### src/rtl/vga_sync_decoder.sv
// vga_sync_decoder: receive-side VGA timing decoder.
// Samples an external hsync/vsync pair on clk, advancing only on pix_ce. It recovers the pixel
// coordinates and the data-enable window, and confirms lock against the nominal timing.
//
// Ports:
//   clk          system clock
//   reset        asynchronous, active-high
//   pix_ce       pixel-rate enable, one clk wide
//   hsync_in     asynchronous external hsync
//   vsync_in     asynchronous external vsync
//   x, y         active pixel column / line (hold outside the active window)
//   de           active pixel while locked
//   frame_start  one-clk pulse at pixel (0,0) of each locked frame
//   locked       timing confirmed
//   sync_err     one-clk pulse on any measured timing violation
module vga_sync_decoder #(
  parameter int unsigned H_ACTIVE    = 640,
  parameter int unsigned H_FP        = 16,
  parameter int unsigned H_SYNC      = 96,
  parameter int unsigned H_BP        = 48,
  parameter int unsigned V_ACTIVE    = 480,
  parameter int unsigned V_FP        = 10,
  parameter int unsigned V_SYNC      = 2,
  parameter int unsigned V_BP        = 33,
  parameter bit          SYNC_POL    = 1'b0,
  parameter int unsigned LOCK_FRAMES = 2
) (
  input  logic       clk,
  input  logic       reset,
  input  logic       pix_ce,
  input  logic       hsync_in,
  input  logic       vsync_in,
  output logic [9:0] x,
  output logic [9:0] y,
  output logic       de,
  output logic       frame_start,
  output logic       locked,
  output logic       sync_err
);

  localparam int unsigned H_TOTAL = H_ACTIVE + H_FP + H_SYNC + H_BP;
  localparam int unsigned V_TOTAL = V_ACTIVE + V_FP + V_SYNC + V_BP;

  localparam logic [11:0] H_TOTAL_W   = 12'(H_TOTAL);
  localparam logic [10:0] V_TOTAL_W   = 11'(V_TOTAL);
  localparam logic [10:0] H_FIRST     = 11'(H_SYNC + H_BP);
  localparam logic [10:0] H_LAST      = 11'(H_SYNC + H_BP + H_ACTIVE - 1);
  localparam logic [9:0]  V_FIRST     = 10'(V_SYNC + V_BP);
  localparam logic [9:0]  V_LAST      = 10'(V_SYNC + V_BP + V_ACTIVE - 1);
  localparam logic [10:0] H_SAT       = 11'h7ff;
  localparam logic [9:0]  V_SAT       = 10'h3ff;
  localparam logic [3:0]  GOOD_TARGET = 4'(LOCK_FRAMES);

  typedef enum logic [1:0] {StSearch, StTrack, StLocked} state_e;

  // Two-flop synchronizers, cleared to the deasserted level
  logic r_hs_meta, r_hs_sync, r_vs_meta, r_vs_sync;

  always_ff @(posedge clk or posedge reset) begin
    if (reset) begin
      r_hs_meta <= ~SYNC_POL;
      r_hs_sync <= ~SYNC_POL;
      r_vs_meta <= ~SYNC_POL;
      r_vs_sync <= ~SYNC_POL;
    end else begin
      r_hs_meta <= hsync_in;
      r_hs_sync <= r_hs_meta;
      r_vs_meta <= vsync_in;
      r_vs_sync <= r_vs_meta;
    end
  end

  logic        r_hs_prev, r_vs_prev, r_vs_pend;
  logic [10:0] r_h_cnt;
  logic [9:0]  r_v_cnt;
  logic [3:0]  r_good;
  state_e      r_state;

  logic        w_hs_act, w_vs_act, w_line_start, w_vs_rise, w_v_align, w_vs_pend_nxt;
  logic [10:0] w_h_nxt;
  logic [9:0]  w_v_nxt;
  logic        w_h_sat, w_v_sat, w_line_bad, w_frame_bad, w_in_win;
  state_e      w_state_nxt;
  logic [3:0]  w_good_nxt;
  logic        w_err;

  assign w_hs_act     = (r_hs_sync == SYNC_POL);
  assign w_vs_act     = (r_vs_sync == SYNC_POL);
  assign w_line_start = w_hs_act & ~r_hs_prev;
  assign w_vs_rise    = w_vs_act & ~r_vs_prev;
  // A vsync edge anywhere in the previous line, or on this very sample, aligns this line start
  assign w_v_align    = w_line_start & (r_vs_pend | w_vs_rise);

  always_comb begin
    w_vs_pend_nxt = r_vs_pend;
    if (w_line_start) begin
      w_vs_pend_nxt = 1'b0;
    end else if (w_vs_rise) begin
      w_vs_pend_nxt = 1'b1;
    end
  end

  always_comb begin
    w_h_nxt = r_h_cnt;
    w_v_nxt = r_v_cnt;
    if (w_line_start) begin
      w_h_nxt = '0;
    end else if (r_h_cnt != H_SAT) begin
      w_h_nxt = r_h_cnt + 11'd1;
    end
    if (w_v_align) begin
      w_v_nxt = '0;
    end else if (w_line_start && (r_v_cnt != V_SAT)) begin
      w_v_nxt = r_v_cnt + 10'd1;
    end
  end

  // Saturation fires only on the step into the limit, so a stuck sync reports once
  assign w_h_sat     = !w_line_start && (r_h_cnt == H_SAT - 11'd1);
  assign w_v_sat     = w_line_start && !w_v_align && (r_v_cnt == V_SAT - 10'd1);
  assign w_line_bad  = w_line_start && (({1'b0, r_h_cnt} + 12'd1) != H_TOTAL_W);
  assign w_frame_bad = w_v_align && (({1'b0, r_v_cnt} + 11'd1) != V_TOTAL_W);

  assign w_in_win = (w_h_nxt >= H_FIRST) && (w_h_nxt <= H_LAST) &&
                    (w_v_nxt >= V_FIRST) && (w_v_nxt <= V_LAST);

  always_comb begin
    w_state_nxt = r_state;
    w_good_nxt  = r_good;
    w_err       = w_h_sat | w_v_sat;
    unique case (r_state)
      StSearch: begin
        if (w_v_align) begin
          w_state_nxt = StTrack;
          w_good_nxt  = '0;
        end
      end
      StTrack: begin
        if (w_h_sat || w_v_sat || w_line_bad || w_frame_bad) begin
          w_state_nxt = StSearch;
          w_good_nxt  = '0;
          w_err       = 1'b1;
        end else if (w_v_align) begin
          w_good_nxt = r_good + 4'd1;
          if (r_good + 4'd1 == GOOD_TARGET) begin
            w_state_nxt = StLocked;
          end
        end
      end
      StLocked: begin
        if (w_h_sat || w_v_sat || w_line_bad || w_frame_bad) begin
          w_state_nxt = StSearch;
          w_good_nxt  = '0;
          w_err       = 1'b1;
        end
      end
      default: begin
        w_state_nxt = StSearch;
        w_good_nxt  = '0;
      end
    endcase
  end

  always_ff @(posedge clk or posedge reset) begin
    if (reset) begin
      r_hs_prev <= 1'b0;
      r_vs_prev <= 1'b0;
      r_vs_pend <= 1'b0;
      r_h_cnt   <= '0;
      r_v_cnt   <= '0;
      r_good    <= '0;
      r_state   <= StSearch;
      x         <= '0;
      y         <= '0;
      de        <= 1'b0;
      locked    <= 1'b0;
    end else if (pix_ce) begin
      r_hs_prev <= w_hs_act;
      r_vs_prev <= w_vs_act;
      r_vs_pend <= w_vs_pend_nxt;
      r_h_cnt   <= w_h_nxt;
      r_v_cnt   <= w_v_nxt;
      r_good    <= w_good_nxt;
      r_state   <= w_state_nxt;
      if (w_in_win) begin
        x <= 10'(w_h_nxt - H_FIRST);
        y <= w_v_nxt - V_FIRST;
      end
      de     <= (w_state_nxt == StLocked) && w_in_win;
      locked <= (w_state_nxt == StLocked);
    end
  end

  // Pulse outputs last exactly one clk regardless of the pix_ce spacing
  always_ff @(posedge clk or posedge reset) begin
    if (reset) begin
      frame_start <= 1'b0;
      sync_err    <= 1'b0;
    end else begin
      frame_start <= pix_ce && (w_state_nxt == StLocked) && w_in_win &&
                     (w_h_nxt == H_FIRST) && (w_v_nxt == V_FIRST);
      sync_err    <= pix_ce && w_err;
    end
  end

endmodule

### config.mk
export PLATFORM = sky130hd
export DESIGN_NAME = vga_sync_decoder
export DESIGN_NICKNAME = d
export VERILOG_FILES = /design/src/rtl/vga_sync_decoder.sv
export SDC_FILE = /design/constraint.sdc
export NUM_CORES = 1
export LEC_CHECK = 0
export BUFFER_PORTS_ARGS = -buffer_cell sky130_fd_sc_hd__buf_2
export CAP_MARGIN = 20
export CORE_UTILIZATION = 35
export CTS_CLUSTER_DIAMETER = 150
export DETAILED_ROUTE_END_ITERATION = 16
export PLACE_DENSITY = 0.47
export SLEW_MARGIN = 20
export SYNTH_ARGS = -nofsm -noshare
export SYNTH_HDL_FRONTEND = slang
export SYNTH_SLANG_ARGS = --single-unit
### constraint.sdc
create_clock -name clk -period 5 [get_ports clk]
set_input_delay 0.25 -clock clk [delete_from_list [all_inputs] [get_ports clk]]
set_output_delay 0.25 -clock clk [all_outputs]
set_load 0.1 [all_outputs]
# Word-level counts from Yosys, hierarchy flattened
# Cells that the tools add are included.
dict set report totals {
  out_inout_bits 24
  inputBits 5
  regBits 58
}
dict set report classes {
  addsub 7
  eq_ne 15
  order_cmp 4
  bitwise 9
  n_mux 19
  n_reduce_logical 26
}
# cell n
set op_table {}
lappend op_table {{$mux 11} 2}
lappend op_table {{$mux 10} 2}
lappend op_table {{$mux 4} 4}
lappend op_table {{$logic_and 1x1->1} 15}
lappend op_table {{$add 11x1->12 const B} 1}
lappend op_table {{$ne 12x10->1 const B} 1}
lappend op_table {{$pmux 4 s3} 1}
lappend op_table {{$add 10x1->11 const B} 1}
lappend op_table {{$add 11x1->11 const B} 1}
lappend op_table {{$eq 11x11->1 const B} 1}
lappend op_table {{$eq 11x8->1 const B} 1}
lappend op_table {{$ge 11x8->1 const B} 1}
lappend op_table {{$le 11x10->1 const B} 1}
lappend op_table {{$ne 11x10->1 const B} 1}
lappend op_table {{$ne 11x11->1 const B} 1}
lappend op_table {{$add 10x1->10 const B} 1}
lappend op_table {{$eq 10x10->1 const B} 1}
lappend op_table {{$eq 10x6->1 const B} 1}
lappend op_table {{$ge 10x6->1 const B} 1}
lappend op_table {{$le 10x10->1 const B} 1}
lappend op_table {{$mux 2} 5}
lappend op_table {{$ne 10x10->1 const B} 1}
lappend op_table {{$sub 10x6->10 const B} 1}
lappend op_table {{$sub 10x8->10 const B} 1}
lappend op_table {{other kinds (18)} 33}

# Depth between registers and ports, before layout
dict set report depth {
  ltp_word 17
  depth_mapped 16
  depth_no_buf 13
}

# Worst setup path after synthesis
# OpenSTA, ideal clock, no wires.
dict set report synth_timing {
  kind {reg2reg}
  startpoint {reg r_v_cnt[0]}
  endpoint {reg x[6]}
  synth_period_minus_slack_ps 3266
  slack_ps 1734
  n_path_buf 2
  t_arrival_ps 3141
  path_stages_with_launch 15
  cell_sequence {dfrtp_1 ha_1 and3_1 buf_4 a31oi_1 xnor2_1 or2_2 inv_1 ha_1 o21bai_1 a2111oi_0 o22ai_1 nand4_1 buf_6 mux2_4}
}
dict set report synth_via {
  elab_chain_cells 8
}
# item line
set synth_rtl {}
lappend synth_rtl {{start: declaration} 75} ;# logic [9:0] r_v_cnt;
lappend synth_rtl {{start signal: assignment} 182} ;# r_v_cnt <= w_v_nxt;
lappend synth_rtl {{branches (longest 2 deep; another with $add 10x1->10)} --}
lappend synth_rtl {{$mux 10 (*)} 113} ;# end else if (w_line_start && (r_v_cnt != V_SAT)) begin
lappend synth_rtl {{$mux 10 (*)} 111} ;# if (w_v_align) begin
lappend synth_rtl {{named net w_v_nxt[0]} 81} ;# logic [9:0] w_v_nxt;
lappend synth_rtl {{$ge 10x6->1} 125} ;# (w_v_nxt >= V_FIRST) && (w_v_nxt <= V_LAST);
lappend synth_rtl {{$logic_and 1x1->1} 124} ;# assign w_in_win = (w_h_nxt >= H_FIRST) && (w_h_nxt <= H_LAST) &&
lappend synth_rtl {{$logic_and 1x1->1 (*)} 125}
lappend synth_rtl {{$reduce_and 2->1 (no source line) (*)} --}
lappend synth_rtl {{end signal: assignment} 186} ;# x <= 10'(w_h_nxt - H_FIRST);
lappend synth_rtl {{end: declaration} 33} ;# output logic [9:0] x,
# Mark *: on every way through the listed nets, which the timed path passes.
# A chain may end at the register's enable or synchronous reset.

# Worst setup path after layout
dict set report layout_timing {
  startpoint {reg r_v_cnt[1]}
  endpoint {reg x[2]}
}
# Same word-level chain as after synthesis.

==> flow_summary.ini <==
[power]
power_density_nw_per_um2 = 583
ir_drop_mv = 0.388
power.leakage_nw = 2.01

[detailed_routing]
drt_first_pass_iters = 5
viasPerCell = 5.80
drt-initial-drc-count = 349
num_vias = 3517
detail_route.wl_per_cell_um = 17.6
routed_wl_um = 10700
drc_errors = 0
postRouteAntennaNets = 0

[final_layout]
drive_gt1_share_pct = 19.7
final_core_util_pct = 40.6
syn_to_final_growth_pct = 12.7
final_common_cell = dfrtp_1
fin_nets = 479
diodes = 0
final_cell_mix = 54 x dfrtp_1, 28 x nand2_1, 28 x buf_2, 27 x nor2_1, 23 x inv_1

[synthesis]
syn-cell-area_um2 = 4110
yosys_warnings = 0
synthCells = 446
ys_ff_latch = 58
yosysUniqueCellTypes = 68
synth_edf_count = 0
async_reset_ff_share_pct = 100
ys_seq_area_share_pct = 35.4
syn_nets = 467
synthFlopType = dfrtp_1
syn_area_per_cell_um2 = 9.22

[hold_path]
timing.hold.worst.class = input port to register
hold-path-endpoint = r_hs_meta
min_from = hsync_in
min_path_cells = 1

[placement]
dp_slack_ps = 1010
io_buffers = 28
gp_congestion = 0.847
hpwl_um = 7350

[clock_network]
insertion_delay_ps = 340
post_cts_buffers = 0
hold_buffers = 1
cts_buffers = 9
clkTransAtPathRegs_ps = 50
cts-root-buf = clkbuf_16
cts_tree = built
cts_resized = 0
clockBufferDepth = 2
cts_sinks = 58
htree_levels = 3

[sta]
fin_ws_ps = 983
skew_ps = 8.04
max_freq_mhz = 249
drv_slew = 0
rsz0062_at_grt = false
worst_pin_slew_ps = 776
min_period_ps = 4020
finalHoldViolations = 0
setup_tns_ps = 0
finalCritPeriodShare_pct = 80.3
relSlewSlack_pct = 48.3
finalSetupViolCount = 0

[global_routing]
antenna_found_initial = 0
track_usage_pct = 17.9
grt_pass1_vias = 3199
grt_start_max_net_pins = 59
grt_overflow_total = 0
grt_pass1_wl_um = 17200

[run]
maxCapViolCount = 0

[worst_setup_path]
r2r_slack_ps = 980
ff2ff_path_depth = 12
cp_data_arrival_time_ps = 4240
crit_start = r_v_cnt[1]
start_kind = register
r2r-start = r_v_cnt[1]
endpoint_kind = register
rr_endpoint = x[2]
critPathRequiredTime_ps = 5220
crit_path_max_fanout = 20
crit_type = register to register

[die]
die_y_um = 110
rows = 39
die_w_um = 110
io_pins = 29
coreArea_um2 = 11400
die_area_um2 = 12200
initial_core_util_pct = 36.0

[run_status]
outcome = completed
## cell families after synthesis
family	share of synthesized area, %
fa+ha+maj	4.87
flops	35.4
xor+xnor	4.47
buf+inv	6.36
compound gates	21.2
simple gates	17.4
mux	10.2
## metrics by stage
stage	std cells	hold slack [ps]	power, mW	cell area, um2
2_1_floorplan	446	254	1.80	4110
3_3_place_gp	589	346	2.02	4310
3_5_place_dp	589	347	2.02	4310
4_1_cts	606	3.60	2.71	4640
5_1_grt	606	6.69	2.84	4640
6_report	606	11.0	2.70	4640
## synth_stat cells, types with 3 or more instances
cell      number  area share (%)
clkbuf_1      23             2.1
xor2_1         4            0.85
and2_1         3            0.46
nor2_1        27             2.5
o211ai_1       7             1.3
nor3_1         9             1.1
o21ai_0       18             2.2
nand2b_1       5            0.76
o21bai_1       4            0.73
dfrtp_1       54              33
nand4_1       14             2.1
a31o_2         6             1.3
xnor2_1       17             3.6
mux2_2         9             2.5
a31oi_1       14             2.1
a211oi_1       5            0.91
ha_1          16             4.9
inv_1         24             2.2
nand2_1       28             2.6
mux2_4        18             6.6
o21a_1         3            0.55
a21oi_1       22             2.7
buf_6          4             1.1
mux2i_1        5             1.2
and3_1         8             1.2
o41ai_1        5             1.1
dfstp_2        4             2.6
or4_1          3            0.55
o31ai_1        5            0.91
o22ai_1        7             1.1
nand3_1       20             2.4
and4_1         4            0.85
## state kept, by name (all words and copies together) (netlist names)
name / cells
r_h_cnt: 11
r_v_cnt: 10
x: 10
y: 10
r_good: 4
r_state: 2
de: 1
frame_start: 1
locked: 1
r_hs_meta: 1
r_hs_prev: 1
r_hs_sync: 1
r_vs_meta: 1
r_vs_pend: 1
r_vs_prev: 1
r_vs_sync: 1
sync_err: 1
## critical path: stages, from the launching register on
cell and delay (ps):
dfrtp_1 500, ha_1 360, nand3_1 220, o311a_1 380, a21oi_1 360, inv_1 120, ha_1 300, o21bai_1 210
a2111oi_0 460, o22ai_1 170, nand4_1 120, buf_4 360, mux2_4 330
## power breakdown
group | total [mW] | internal, mW | switching, mW
clock | 0.683 | 0.448 | 0.235
combinational | 1.27 | 0.367 | 0.903
sequential | 0.750 | 0.591 | 0.159
total | 2.70 | 1.41 | 1.30
## worst max-delay path by stage
stage	to	slack [ps]	depth (start not counted)
2_1_floorplan	x[6]	1730	14
3_3_place_gp	x[1]	960	12
3_5_place_dp	x[3]	1010	12
4_1_cts	x[2]	980	12
5_1_grt	x[0]	720	12
6_report	x[2]	980	12
## metal layers
layer / vias to the layer above / global-route usage (%) / routed length, um
met2: 122 / 26.9 / 4780
met1: 1698 / 25.3 / 5160
met3: 16 / 3.24 / 566
met4: 0 / 7.64 / 167
met5: - / 0 / 0
li1: 1681 / - / -
## layout make-up
class / instances / area [um2]
Clock inverter: 5 / 77.6
Inverter: 24 / 90.1
Timing Repair Buffer: 35 / 195
Fill cell: 1114 / 6780
Tap cell: 143 / 179
Sequential cell: 58 / 1460
Clock buffer: 11 / 243
Multi-Input combinational cell: 330 / 2400
Note: power is estimated with default switching activity, not from simulation.
